[src/rtl/core_timer_pkg.sv]
// Shared constants for the KRV machine timer: register byte offsets,
// reset value of mtimecmp and the ctrl field layout.
// Pure declarations; no latency or flow control of its own.
package core_timer_pkg;

    localparam int TMR_ADDR_W = 5;

    // Byte offsets of the timer register window (only bits [4:2] decode)
    localparam logic [4:0] TMR_MTIME_LO    = 5'h00;
    localparam logic [4:0] TMR_MTIME_HI    = 5'h04;
    localparam logic [4:0] TMR_MTIMECMP_LO = 5'h08;
    localparam logic [4:0] TMR_MTIMECMP_HI = 5'h0C;
    localparam logic [4:0] TMR_CTRL        = 5'h10;

    // mtimecmp powers up at its maximum so the interrupt stays quiet
    localparam logic [63:0] TMR_MTIMECMP_RST = 64'hFFFF_FFFF_FFFF_FFFF;

    // ctrl register layout
    localparam int TMR_CTRL_EN_BIT  = 0;
    localparam int TMR_CTRL_DIV_LSB = 8;

endpackage

[src/rtl/core_timer_if.sv]
// Single-cycle register port of the machine timer (requester = master).
// Latency: tmr_ready/tmr_rdata one cycle after tmr_sel.
// Backpressure: none; the timer accepts a request every cycle.
// Signals: tmr_sel (request pulse), tmr_wr (1 = write), tmr_addr (byte
// address), tmr_wdata, tmr_rdata (registered), tmr_ready (done pulse).
interface core_timer_if
    import core_timer_pkg::*;
#(
    parameter int ADDR_W = TMR_ADDR_W
);
    logic              tmr_sel;
    logic              tmr_wr;
    logic [ADDR_W-1:0] tmr_addr;
    logic [31:0]       tmr_wdata;
    logic [31:0]       tmr_rdata;
    logic              tmr_ready;

    modport master (
        output tmr_sel, tmr_wr, tmr_addr, tmr_wdata,
        input  tmr_rdata, tmr_ready
    );

    modport slave (
        input  tmr_sel, tmr_wr, tmr_addr, tmr_wdata,
        output tmr_rdata, tmr_ready
    );

endinterface

[src/rtl/core_timer_prescaler.sv]
// Prescaler for the machine timer: one tick every div+1 enabled cycles.
// Latency: tick is combinational from the count; count updates each edge.
// Backpressure: none. Only built when KRV_TIMER_PRESCALE_EN is defined.
// Ports: cpu_clk, cpu_rst (async, active-high), en, div, clr -> tick.
`ifdef KRV_TIMER_PRESCALE_EN
module timer_prescaler
    import core_timer_pkg::*;
#(
    parameter int PRESCALE_W = 8
) (
    input  logic                  cpu_clk,
    input  logic                  cpu_rst,
    input  logic                  en,
    input  logic [PRESCALE_W-1:0] div,
    input  logic                  clr,
    output logic                  tick
);

    logic [PRESCALE_W-1:0] cnt;

    assign tick = en && (cnt == div);

    // Count restarts when disabled, when ctrl is rewritten, or after a tick
    always_ff @(posedge cpu_clk or posedge cpu_rst) begin
        if (cpu_rst) begin
            cnt <= '0;
        end else if (!en || clr || tick) begin
            cnt <= '0;
        end else begin
            cnt <= cnt + 1'b1;
        end
    end

endmodule
`endif

[src/rtl/core_timer.sv]
// Machine timer: 64-bit mtime/mtimecmp with a level interrupt timer_int.
// Latency: register access completes 1 cycle after tmr_sel; timer_int
// follows the compare 1 cycle late. Backpressure: none, zero wait states.
// Ports: cpu_clk, cpu_rst (async, active-high), bus (core_timer_if.slave),
// timer_int. Option: KRV_TIMER_PRESCALE_EN adds a div prescaler on tick.
module core_timer
    import core_timer_pkg::*;
#(
    parameter int ADDR_W     = 5,
    parameter int PRESCALE_W = 8
) (
    input  logic          cpu_clk,
    input  logic          cpu_rst,
    core_timer_if.slave   bus,
    output logic          timer_int
);

    logic [63:0]       mtime;
    logic [63:0]       mtimecmp;
    logic [31:0]       hi_shadow;
    logic              ctrl_en;
    logic              tick;
    logic [31:0]       ctrl_rdata;
    logic [ADDR_W-1:0] acc_addr;
    logic [4:0]        reg_off;
    logic              unused_addr;
    logic              rd_acc;
    logic              wr_acc;
    logic              wr_mtime_lo;
    logic              wr_mtime_hi;
    logic              wr_ctrl;

    assign acc_addr    = bus.tmr_addr;
    assign reg_off     = {acc_addr[4:2], 2'b00};
    assign unused_addr = ^acc_addr[1:0];

    assign rd_acc      = bus.tmr_sel && !bus.tmr_wr;
    assign wr_acc      = bus.tmr_sel &&  bus.tmr_wr;
    assign wr_mtime_lo = wr_acc && (reg_off == TMR_MTIME_LO);
    assign wr_mtime_hi = wr_acc && (reg_off == TMR_MTIME_HI);
    assign wr_ctrl     = wr_acc && (reg_off == TMR_CTRL);

`ifdef KRV_TIMER_PRESCALE_EN
    logic [PRESCALE_W-1:0] ctrl_div;

    timer_prescaler #(
        .PRESCALE_W (PRESCALE_W)
    ) u_prescaler (
        .cpu_clk (cpu_clk),
        .cpu_rst (cpu_rst),
        .en      (ctrl_en),
        .div     (ctrl_div),
        .clr     (wr_ctrl),
        .tick    (tick)
    );
`else
    assign tick = ctrl_en;
`endif

    always_comb begin
        ctrl_rdata = '0;
        ctrl_rdata[TMR_CTRL_EN_BIT] = ctrl_en;
`ifdef KRV_TIMER_PRESCALE_EN
        ctrl_rdata[TMR_CTRL_DIV_LSB +: PRESCALE_W] = ctrl_div;
`else
        ctrl_rdata[TMR_CTRL_DIV_LSB +: PRESCALE_W] = '0;
`endif
    end

    // mtime: a software write to either half beats the increment and
    // leaves the other half (and any carry) untouched for that cycle.
    always_ff @(posedge cpu_clk or posedge cpu_rst) begin
        if (cpu_rst) begin
            mtime <= '0;
        end else if (wr_mtime_lo) begin
            mtime[31:0] <= bus.tmr_wdata;
        end else if (wr_mtime_hi) begin
            mtime[63:32] <= bus.tmr_wdata;
        end else if (tick) begin
            mtime <= mtime + 64'd1;
        end
    end

    always_ff @(posedge cpu_clk or posedge cpu_rst) begin
        if (cpu_rst) begin
            mtimecmp <= TMR_MTIMECMP_RST;
        end else if (wr_acc && (reg_off == TMR_MTIMECMP_LO)) begin
            mtimecmp[31:0] <= bus.tmr_wdata;
        end else if (wr_acc && (reg_off == TMR_MTIMECMP_HI)) begin
            mtimecmp[63:32] <= bus.tmr_wdata;
        end
    end

    always_ff @(posedge cpu_clk or posedge cpu_rst) begin
        if (cpu_rst) begin
            ctrl_en  <= 1'b0;
`ifdef KRV_TIMER_PRESCALE_EN
            ctrl_div <= '0;
`endif
        end else if (wr_ctrl) begin
            ctrl_en  <= bus.tmr_wdata[TMR_CTRL_EN_BIT];
`ifdef KRV_TIMER_PRESCALE_EN
            ctrl_div <= bus.tmr_wdata[TMR_CTRL_DIV_LSB +: PRESCALE_W];
`endif
        end
    end

    // Reading mtime_lo snapshots mtime_hi so a lo-then-hi read pair is
    // coherent even if the low half wraps between the two accesses.
    always_ff @(posedge cpu_clk or posedge cpu_rst) begin
        if (cpu_rst) begin
            hi_shadow <= '0;
        end else if (rd_acc && (reg_off == TMR_MTIME_LO)) begin
            hi_shadow <= mtime[63:32];
        end else if (wr_mtime_hi) begin
            hi_shadow <= bus.tmr_wdata;
        end
    end

    always_ff @(posedge cpu_clk or posedge cpu_rst) begin
        if (cpu_rst) begin
            bus.tmr_ready <= 1'b0;
            bus.tmr_rdata <= '0;
        end else begin
            bus.tmr_ready <= bus.tmr_sel;
            if (rd_acc) begin
                case (reg_off)
                    TMR_MTIME_LO:    bus.tmr_rdata <= mtime[31:0];
                    TMR_MTIME_HI:    bus.tmr_rdata <= hi_shadow;
                    TMR_MTIMECMP_LO: bus.tmr_rdata <= mtimecmp[31:0];
                    TMR_MTIMECMP_HI: bus.tmr_rdata <= mtimecmp[63:32];
                    TMR_CTRL:        bus.tmr_rdata <= ctrl_rdata;
                    default:         bus.tmr_rdata <= '0;
                endcase
            end
        end
    end

    always_ff @(posedge cpu_clk or posedge cpu_rst) begin
        if (cpu_rst) begin
            timer_int <= 1'b0;
        end else begin
            timer_int <= (mtime >= mtimecmp);
        end
    end

endmodule

[src/flat_wrapper.sv]
// flat-port wrapper written by rule: the top's interface ports become plain ports
module core_timer_flat import core_timer_pkg::*;
#(
    parameter int ADDR_W     = 5,
    parameter int PRESCALE_W = 8
)
  (cpu_clk, cpu_rst, timer_int, bus_tmr_sel, bus_tmr_wr, bus_tmr_addr, bus_tmr_wdata, bus_tmr_rdata, bus_tmr_ready);
  core_timer_if #(.ADDR_W(ADDR_W)) bus_i ();
  input  logic cpu_clk;
  input  logic cpu_rst;
  output logic timer_int;
  input wire logic [$bits(bus_i.tmr_sel)-1:0] bus_tmr_sel;
  input wire logic [$bits(bus_i.tmr_wr)-1:0] bus_tmr_wr;
  input wire logic [$bits(bus_i.tmr_addr)-1:0] bus_tmr_addr;
  input wire logic [$bits(bus_i.tmr_wdata)-1:0] bus_tmr_wdata;
  output wire logic [$bits(bus_i.tmr_rdata)-1:0] bus_tmr_rdata;
  output wire logic [$bits(bus_i.tmr_ready)-1:0] bus_tmr_ready;
  assign bus_i.tmr_sel = bus_tmr_sel;
  assign bus_i.tmr_wr = bus_tmr_wr;
  assign bus_i.tmr_addr = bus_tmr_addr;
  assign bus_i.tmr_wdata = bus_tmr_wdata;
  assign bus_tmr_rdata = bus_i.tmr_rdata;
  assign bus_tmr_ready = bus_i.tmr_ready;
  core_timer #(.ADDR_W(ADDR_W), .PRESCALE_W(PRESCALE_W)) u_core (.cpu_clk(cpu_clk), .cpu_rst(cpu_rst), .bus(bus_i), .timer_int(timer_int));
endmodule
[config.mk]
export PLATFORM = sky130hd
export DESIGN_NAME = core_timer_flat
export DESIGN_NICKNAME = d
export VERILOG_FILES = /design/src/rtl/core_timer_pkg.sv /design/src/rtl/core_timer_if.sv /design/src/rtl/core_timer_prescaler.sv /design/src/rtl/core_timer.sv /design/src/flat_wrapper.sv
export SDC_FILE = /design/constraint.sdc
export NUM_CORES = 1
export LEC_CHECK = 0
export ABC_CLOCK_PERIOD_IN_PS = 6100
export CAP_MARGIN = 20
export CORE_MARGIN = 3
export CORE_UTILIZATION = 54
export DETAILED_ROUTE_END_ITERATION = 6
export HOLD_SLACK_MARGIN = 0.12
export PLACE_DENSITY = 0.87
export SYNTH_ARGS = -nofsm -noshare
export SYNTH_HDL_FRONTEND = slang
export SYNTH_HIERARCHICAL = 1
export SYNTH_SLANG_ARGS = --single-unit
[constraint.sdc]
create_clock -name cpu_clk -period 6.1 [get_ports cpu_clk]
set_input_delay 0.61 -clock cpu_clk [delete_from_list [all_inputs] [get_ports cpu_clk]]
set_output_delay 0.61 -clock cpu_clk [all_outputs]
set_load 0.05 [all_outputs]
==> out/qor_table.md, run 1 <==
| Parameter | This run |
|---|---|
| Relative slew margins | 25.8% |
| Maximum achievable frequency | 242 MHz |
| Setup total negative slack | 0 ns |
| Final standard cell area without fillers | 0.0126 mm^2 |
| Number of buffers added to fix hold violations after cts | 0 |
| Storage cell area | 0.00496 mm^2 |
| Height of the chip | 150 um |
| Cells along the critical path | clkdlybuf4s50_1, nor3b_4, nand3_2, nand2_1, o22ai_1, nor3_1 |
| Number of setup buffers added after CTS | 0 |
| Synthesized netlist net count | 1339 |
| Fraction of final layout cells sized beyond drive strength 1 | 10.7% |
| # fillers | 1599 |
| Distinct cell type count after synthesis | 61 |
| CTS root buf | sky130_fd_sc_hd__clkbuf_16 |
| Crit-path leading delay family | simple AND/OR/NAND/NOR gates |
| Wire length after detailed routing | 32100 um |
| Number of nets with antenna violations after routing | 0 |
| Portion of the post-synthesis area used by sequential elements | 44.5% |
| Via count of the first global-routing pass | 10100 |
| Flip-flop and latch count after synthesis | 195 |
| Post-Synthesis Cells | 1233 |
| Met2 global-route usage | 48.0% |
| Pins over their slew limit | 0 |
| Via-to-Cell Ratio | 6.48 |
| Hpwl dp | 21600 um |
| Worst hold path type | reg -> reg |
| Final setup viols | 0 |
| Kind of start point of the critical path | input port |
| Final Hold Fails | 0 |
| Share of the cycle needed by the critical path after routing | 67.8% |
| Aggregate global routing overflow | 0 |
| Unrepaired setup endpoints after global routing | false |
| Classification of the worst setup path | in -> reg |
| Final total power | 4.27 mW |
| Detail-routed net length per standard cell | 20.8 um |
| Clock tree sinks | 195 |
| H-tree depth reported by CTS | 4 |
| Full die area | 0.0224 mm^2 |
| Met1 usage in global routing | 39.0% |
| Master of the slowest instance on the critical path | sky130_fd_sc_hd__nor3b_4 |
| Layer carrying the most global-route usage | met2 |
| Async set-reset flop share out of synthesis | 100% |
| Top cell type's share of synthesized area | 29.4% |
| Leak Pwr | 5.19 nW |
| Count of maximum capacitance violations | 0 |
| Required time worst endpoint | 6.45 ns |
| Biggest area contributors in the synthesized netlist | sky130_fd_sc_hd__dfrtp_1, sky130_fd_sc_hd__dfstp_2, sky130_fd_sc_hd__o21ai_0 |
| Drt drc | 13 |
| Layout Skew | 0.0116 ns |
| First-pass GRT wire length | 52400 um |
| Routability congestion estimate | 0.973 |
| Clock tree from TritonCTS | built |
| Total buffers and inverters traversed by the critical path | 1 |
| Nets@finish | 1370 |
| Footprint of the multi-input gates | 0.00568 mm^2 |
| Fin crit period | 4.14 ns |
| Total number of vias | 9988 |
| First-iteration detailed-routing DRC count | 1096 |
| Antenna violations before repair | 0 |
| Predominant post-synthesis flop cell | sky130_fd_sc_hd__dfrtp_1 |
| Number of buffers added by the clock tree synthesis step | 17 |
| Synth area leader | sky130_fd_sc_hd__dfrtp_1 |
| Placeable core region | 0.0198 mm^2 |
| Netlist Area Pre-Place | 0.0112 mm^2 |
| Mean post-synth cell area | 9.05 um^2 |
| Post-synth EDFFs | 0 |
| Total routing resource utilization after global routing | 29.5% |
| Crit. End Element | register |
| CP max stage delay | 0.98 ns |
| Pin count of the biggest net entering global routing | 80 |
| Failing checks | DRC |
| Worst vdd ir | 182 uV |
| Number of top-level pins | 75 |
| Largest fanout on the critical path | 46 |
| Clock latency at the later pin of the worst-skew pair | 0.44 ns |
| Maximum number of buffers from clock root to sink | 2 |
| Die outline width | 150 um |
| Clock transition time at the flip-flop clock pins of the worst setup and hold paths | 0.07 ns |
| Total of buffers placed on input and output ports | 72 |
| Placement Cell Area | 0.0121 mm^2 |
| Result of the run | complete, but fails checks |
| Std-Cell Rows | 51 |
| Initial DRT Pass Iterations | 7 |
| Power density of the placed cells | 337 mW/mm^2 |
| Cells resized by post-CTS repair | 0 |
| Final core utilization | 63.7% |
| Initial Util | 56.2% |
| Diode count | 0 |
| Total of warnings raised by yosys | 6 |
| Global routing usage on met3 | 6.12% |
| Transition time at the pin with the least slew margin | 1.11 ns |
| Endpoint arrival time on the critical path | 4.49 ns |
| Area Overhead vs Synth | 13.4% |
==> worst reg2reg max path, cell delays in order, from the launching register on <==
cell and delay, ns:
sky130_fd_sc_hd__dfrtp_1 0.51, sky130_fd_sc_hd__ha_1 0.41, sky130_fd_sc_hd__nand3_1 0.23, sky130_fd_sc_hd__nor4_4 0.98, sky130_fd_sc_hd__nand4_1 0.55, sky130_fd_sc_hd__nor3_1 0.33
sky130_fd_sc_hd__a211o_1 0.13
==> worst paths after layout <==
| path | slack (ns) | from | depth (start not counted) | endpoint |
|---|---|---|---|---|
| worst max-delay path | 1.96 | bus_tmr_addr[2] | 6 | u_core/mtime[54]$_DFFE_PP0P_ |
| worst min-delay path | 0.48 | u_core/bus.tmr_rdata[30]$_DFFE_PP0P_ | 2 | u_core/bus.tmr_rdata[30]$_DFFE_PP0P_ |
| worst max register to register | 2.90 | u_core/mtime[1]$_DFFE_PP0P_ | 6 | u_core/mtime[56]$_DFFE_PP0P_ |
| worst min register to register | 0.48 | u_core/bus.tmr_rdata[30]$_DFFE_PP0P_ | 2 | u_core/bus.tmr_rdata[30]$_DFFE_PP0P_ |
| max in group asynchronous | 4.11 | cpu_rst | 3 | u_core/mtime[51]$_DFFE_PP0P_ |
| min in group asynchronous | 0.65 | cpu_rst | 2 | u_core/bus.tmr_rdata[31]$_DFFE_PP0P_ |
==> through the flow <==
stage	hold WS, ns	cells	worst slack, ns
detailed placement	0.470	1510	1.75
floorplan	0.484	1233	0.284
global placement	0.460	1509	1.89
global route	0.503	1542	1.90
finish	0.475	1542	1.96
CTS	0.486	1542	2.15
==> synth_stat cells, drive strengths merged, types with 6 or more instances <==
cell type    n
nand2      220
o21ai      168
dfrtp      131
inv         70
ha          65
dfstp       64
clkbuf      62
a21oi       51
nand3       44
nand4       36
a221oi      33
a22o        31
nor2        27
mux2i       22
and3        17
nor3        17
xnor2       17
a21o        16
xor2        15
buf         12
and4        11
o211ai      10
a311oi       7
nor2b        7
nor4         7
o311ai       7
and2         6
==> sequential cells by signal, indices dropped and copies added (netlist names) <==
signal	flops
u_core/bus.tmr_rdata	32
u_core/ctrl_en	1
u_core/mtime	64
u_core/hi_shadow	32
u_core/bus.tmr_ready	1
u_core/timer_int	1
u_core/mtimecmp	64
==> cell families after synthesis <==
group / Yosys count / share of synthesized area, %
AOI/OAI and AO/OA: 356 / 20.1
xor gates and xnor gates: 32 / 2.51
and+or+nand+nor: 415 / 18.1
muxes: 26 / 2.38
adders and majority gates: 65 / 7.29
DFF: 195 / 44.5
buffers and inverters: 144 / 5.09
==> layout by cell type (no fill, tap or decap), types with 15 or more instances in the layout <==
cell,n
sky130_fd_sc_hd__nand2_1,220
sky130_fd_sc_hd__o21ai_0,166
sky130_fd_sc_hd__dfrtp_1,131
sky130_fd_sc_hd__clkdlybuf4s50_1,72
sky130_fd_sc_hd__inv_1,69
sky130_fd_sc_hd__ha_1,65
sky130_fd_sc_hd__dfstp_2,64
sky130_fd_sc_hd__a21oi_1,51
sky130_fd_sc_hd__nand3_1,43
sky130_fd_sc_hd__nand4_1,35
sky130_fd_sc_hd__a221oi_1,33
sky130_fd_sc_hd__a22o_1,31
sky130_fd_sc_hd__nor2_1,26
sky130_fd_sc_hd__mux2i_1,22
sky130_fd_sc_hd__clkbuf_16,17
sky130_fd_sc_hd__and3_1,17
sky130_fd_sc_hd__xnor2_1,17
sky130_fd_sc_hd__a21o_1,16
sky130_fd_sc_hd__xor2_1,15
sky130_fd_sc_hd__nor3_1,15
==> power by group <==
part	switching (mW)	leakage (nW)	total, mW	internal (mW)
Sequential	0.322	2.32	1.98	1.66
Combinational	0.703	2.60	1.18	0.476
Clock	0.528	0.271	1.11	0.580
==> cell type report <==
cell class | instances | area share, %
timing repair buffer | 86 | 6.63
sequential | 195 | 39.2
inverter | 70 | 2.14
clock buffer | 18 | 3.47
clock inverter | 14 | 1.03
tap | 265 | 2.62
multi-input combinational | 894 | 44.9
==> per-layer routing <==
metal	up-vias	wire length [um]
met3	96	2830
met5	-	0
li1	4514	-
met4	0	1100
met2	551	15300
met1	4827	12900
No activity file was read; power rests on OpenSTA's default activity.
==> run 2, diff against run 1 <==
ABC_CLOCK_PERIOD_IN_PS = 3600   (was 6100)
clock period = 3.6 ns   (was 6.1 ns; I/O delays follow)
==> run 2 against run 1 <==
The run now ends clean. Worst setup slack got worse by 1.4 ns. Non-clock buffer count increased by 13. Die area stayed put.
==> out/qor_table.md, run 2 (synthesis results as in run 1) <==
| Parameter | This run | Delta |
|---|---|---|
| Final setup viols | 0 | unchanged |
| Height of the chip | 150 um | unchanged |
| Fin crit period | 3.00 ns |  |
| Master of the slowest instance on the critical path | sky130_fd_sc_hd__or4b_2 | was sky130_fd_sc_hd__nor3b_4 |
| Final standard cell area without fillers | 0.0127 mm^2 | was 0.0126 mm^2 |
| Total buffers and inverters traversed by the critical path | 1 | unchanged |
| Diode count | 0 | unchanged |
| H-tree depth reported by CTS | 4 | unchanged |
| Fraction of final layout cells sized beyond drive strength 1 | 11.5% | was 10.7% |
| Largest fanout on the critical path | 3 | was 46 |
| Worst hold path type | in -> async | was reg -> reg |
| Routability congestion estimate | 0.980 | was 0.973 |
| Wire length after detailed routing | 31700 um | was 32100 um |
| Std-Cell Rows | 51 | unchanged |
| Cells along the critical path | inv_1, ha_1, nand4_1, nor3_1, or4b_2, o211ai_1, a21oi_1, o211ai_1 | was clkdlybuf4s50_1, nor3b_4, nand3_2, nand2_1, o22ai_1, nor3_1 |
| Maximum achievable frequency | 333 MHz |  |
| Area Overhead vs Synth | 14.2% | was 13.4% |
| Number of buffers added by the clock tree synthesis step | 17 | unchanged |
| Via-to-Cell Ratio | 6.40 | was 6.48 |
| Nets@finish | 1383 | was 1370 |
| Clock latency at the later pin of the worst-skew pair | 0.44 ns | about the same |
| First-pass GRT wire length | 51500 um | was 52400 um |
| Leak Pwr | 5.25 nW | was 5.19 nW |
| Number of buffers added to fix hold violations after cts | 0 | unchanged |
| Drt drc | 0 | was 13 |
| Total of buffers placed on input and output ports | 72 | unchanged |
| Endpoint of the worst register-to-register path | u_core/timer_int$_DFF_PP0_ | was u_core/mtime[56]$_DFFE_PP0P_ |
| Unrepaired setup endpoints after global routing | false | unchanged |
| CTS root buf | sky130_fd_sc_hd__clkbuf_16 | unchanged |
| Result of the run | finished, final reports clean | was complete, but fails checks |
| Full die area | 0.0224 mm^2 | unchanged |
| Path depth of the worst reg2reg path | 8 | was 6 |
| Clock tree from TritonCTS | built | unchanged |
| Number of top-level pins | 75 | unchanged |
| Launching instance or port of the critical path | u_core/mtimecmp[14]$_DFFE_PP1P_ | was bus_tmr_addr[2] |
| Clock tree sinks | 195 | unchanged |
| Required time worst endpoint | 3.94 ns | was 6.45 ns |
| Maximum number of buffers from clock root to sink | 2 | unchanged |
| Initial DRT Pass Iterations | 6 | was 7 |
| Final core utilization | 64.2% | was 63.7% |
| Reg-to-reg startpoint | u_core/mtimecmp[14]$_DFFE_PP1P_ | was u_core/mtime[1]$_DFFE_PP0P_ |
| Crit path top cell by count | sky130_fd_sc_hd__o211ai_1 |  |
| Share of the cycle needed by the critical path after routing | 83.3% |  |
| Worst slack, placed | 0.613 ns | was 1.75 ns |
| Crit path to | u_core/timer_int$_DFF_PP0_ | was u_core/mtime[54]$_DFFE_PP0P_ |
| Final Hold Fails | 0 | unchanged |
| Largest regs | u_core/mtime (64), u_core/mtimecmp (64) | unchanged |
| Classification of the worst setup path | reg -> reg | was in -> reg |
| Pins over their slew limit | 0 | unchanged |
| Placement Cell Area | 0.0122 mm^2 | was 0.0121 mm^2 |
| Crit-path leading delay family | simple AND/OR/NAND/NOR gates | unchanged |
| Total number of vias | 9959 | was 9988 |
| Hpwl dp | 21800 um | was 21600 um |
| Total routing resource utilization after global routing | 29.1% | was 29.5% |
| Clock transition time at the flip-flop clock pins of the worst setup and hold paths | 0.07 ns | about the same |
| Number of nets with antenna violations after routing | 0 | unchanged |
| Worst vdd ir | 355 uV | was 182 uV |
| Cell depth of the worst setup path | 8 | was 6 |
| Antenna violations before repair | 0 | unchanged |
| Number of setup buffers added after CTS | 0 | unchanged |
| Via count of the first global-routing pass | 9888 | was 10100 |
| Initial Util | 56.2% | unchanged |
| Cells resized by post-CTS repair | 0 | unchanged |
| Power density of the placed cells | 565 mW/mm^2 | was 337 mW/mm^2 |
| Endpoint arrival time on the critical path | 3.34 ns | was 4.49 ns |
| Setup total negative slack | 0 ns | unchanged |
| Transition time at the pin with the least slew margin | 0.761 ns | was 1.11 ns |
| Detail-routed net length per standard cell | 20.4 um | was 20.8 um |
| Layout Skew | 0.0138 ns | was 0.0116 ns |
| Reg-to-reg slack, setup | 0.60 ns | was 2.90 ns |
| Crit. End Element | register | unchanged |
| Pin count of the biggest net entering global routing | 114 | was 80 |
| Kind of start point of the critical path | register | was input port |
| Placeable core region | 0.0198 mm^2 | unchanged |
| Most common library cell in the layout ignoring fill and taps | sky130_fd_sc_hd__nand2_1 | unchanged |
| Aggregate global routing overflow | 0 | unchanged |
| CP max stage delay | 0.70 ns | was 0.98 ns |
| Die outline width | 150 um | unchanged |
| Relative slew margins | 48.8% | was 25.8% |
| Count of maximum capacitance violations | 0 | unchanged |
| Commonest non-fill, non-tap cells in the layout | sky130_fd_sc_hd__nand2_1, sky130_fd_sc_hd__o21ai_0, sky130_fd_sc_hd__dfrtp_1 | unchanged |
| First-iteration detailed-routing DRC count | 1098 | was 1096 |
| Least setup slack across all paths after layout | 0.600 ns | was 1.96 ns |
[run 2: per-stage QoR]
stage | std cells | total power [mW] | hold slack, ns
6_report | 1555 | 7.21 | 0.179
5_1_grt | 1555 | 7.62 | 0.174
4_1_cts | 1555 | 7.18 | 0.178
3_5_place_dp | 1523 | 5.33 | 0.470
3_3_place_gp | 1523 | 5.20 | 0.460
2_1_floorplan | 1233 | 4.60 | 0.391
[run 2: worst min-delay path by stage]
stage | from | end | slack [ns] | cells after the start
6_report | cpu_rst | u_core/bus.tmr_rdata[30]$_DFFE_PP0P_ | 0.18 | 2
3_3_place_gp | u_core/bus.tmr_rdata[28]$_DFFE_PP0P_ | u_core/bus.tmr_rdata[28]$_DFFE_PP0P_ | 0.46 | 2
4_1_cts | cpu_rst | u_core/bus.tmr_rdata[30]$_DFFE_PP0P_ | 0.18 | 2
3_5_place_dp | u_core/bus.tmr_rdata[4]$_DFFE_PP0P_ | u_core/bus.tmr_rdata[4]$_DFFE_PP0P_ | 0.47 | 2
5_1_grt | cpu_rst | u_core/bus.tmr_rdata[30]$_DFFE_PP0P_ | 0.17 | 2
2_1_floorplan | bus_tmr_sel | u_core/bus.tmr_ready$_DFF_PP0_ | 0.39 | 0
[run 2: power by group]
part / switching (mW) / internal, mW
clock network: 0.863 / 0.973
logic: 1.20 / 0.829
registers: 0.532 / 2.80
[run 2: per-layer routing]
metal / GRT usage, % / vias to the layer above / wire length (um)
met4: 12.2 / 0 / 1230
met3: 6.21 / 90 / 2840
li1: - / 4526 / -
met5: 0 / - / 0
met1: 38.0 / 4783 / 12600
met2: 47.2 / 560 / 15000
[run 2: final cells by class]
class / count / area (um^2)
clock buffers: 20 / 447
clock inverters: 12 / 109
fillers: 1605 / 7100
inverters: 70 / 267
multi-input cells: 894 / 5680
flip-flops and latches: 195 / 4960
well taps: 265 / 332
repair buffers: 99 / 948
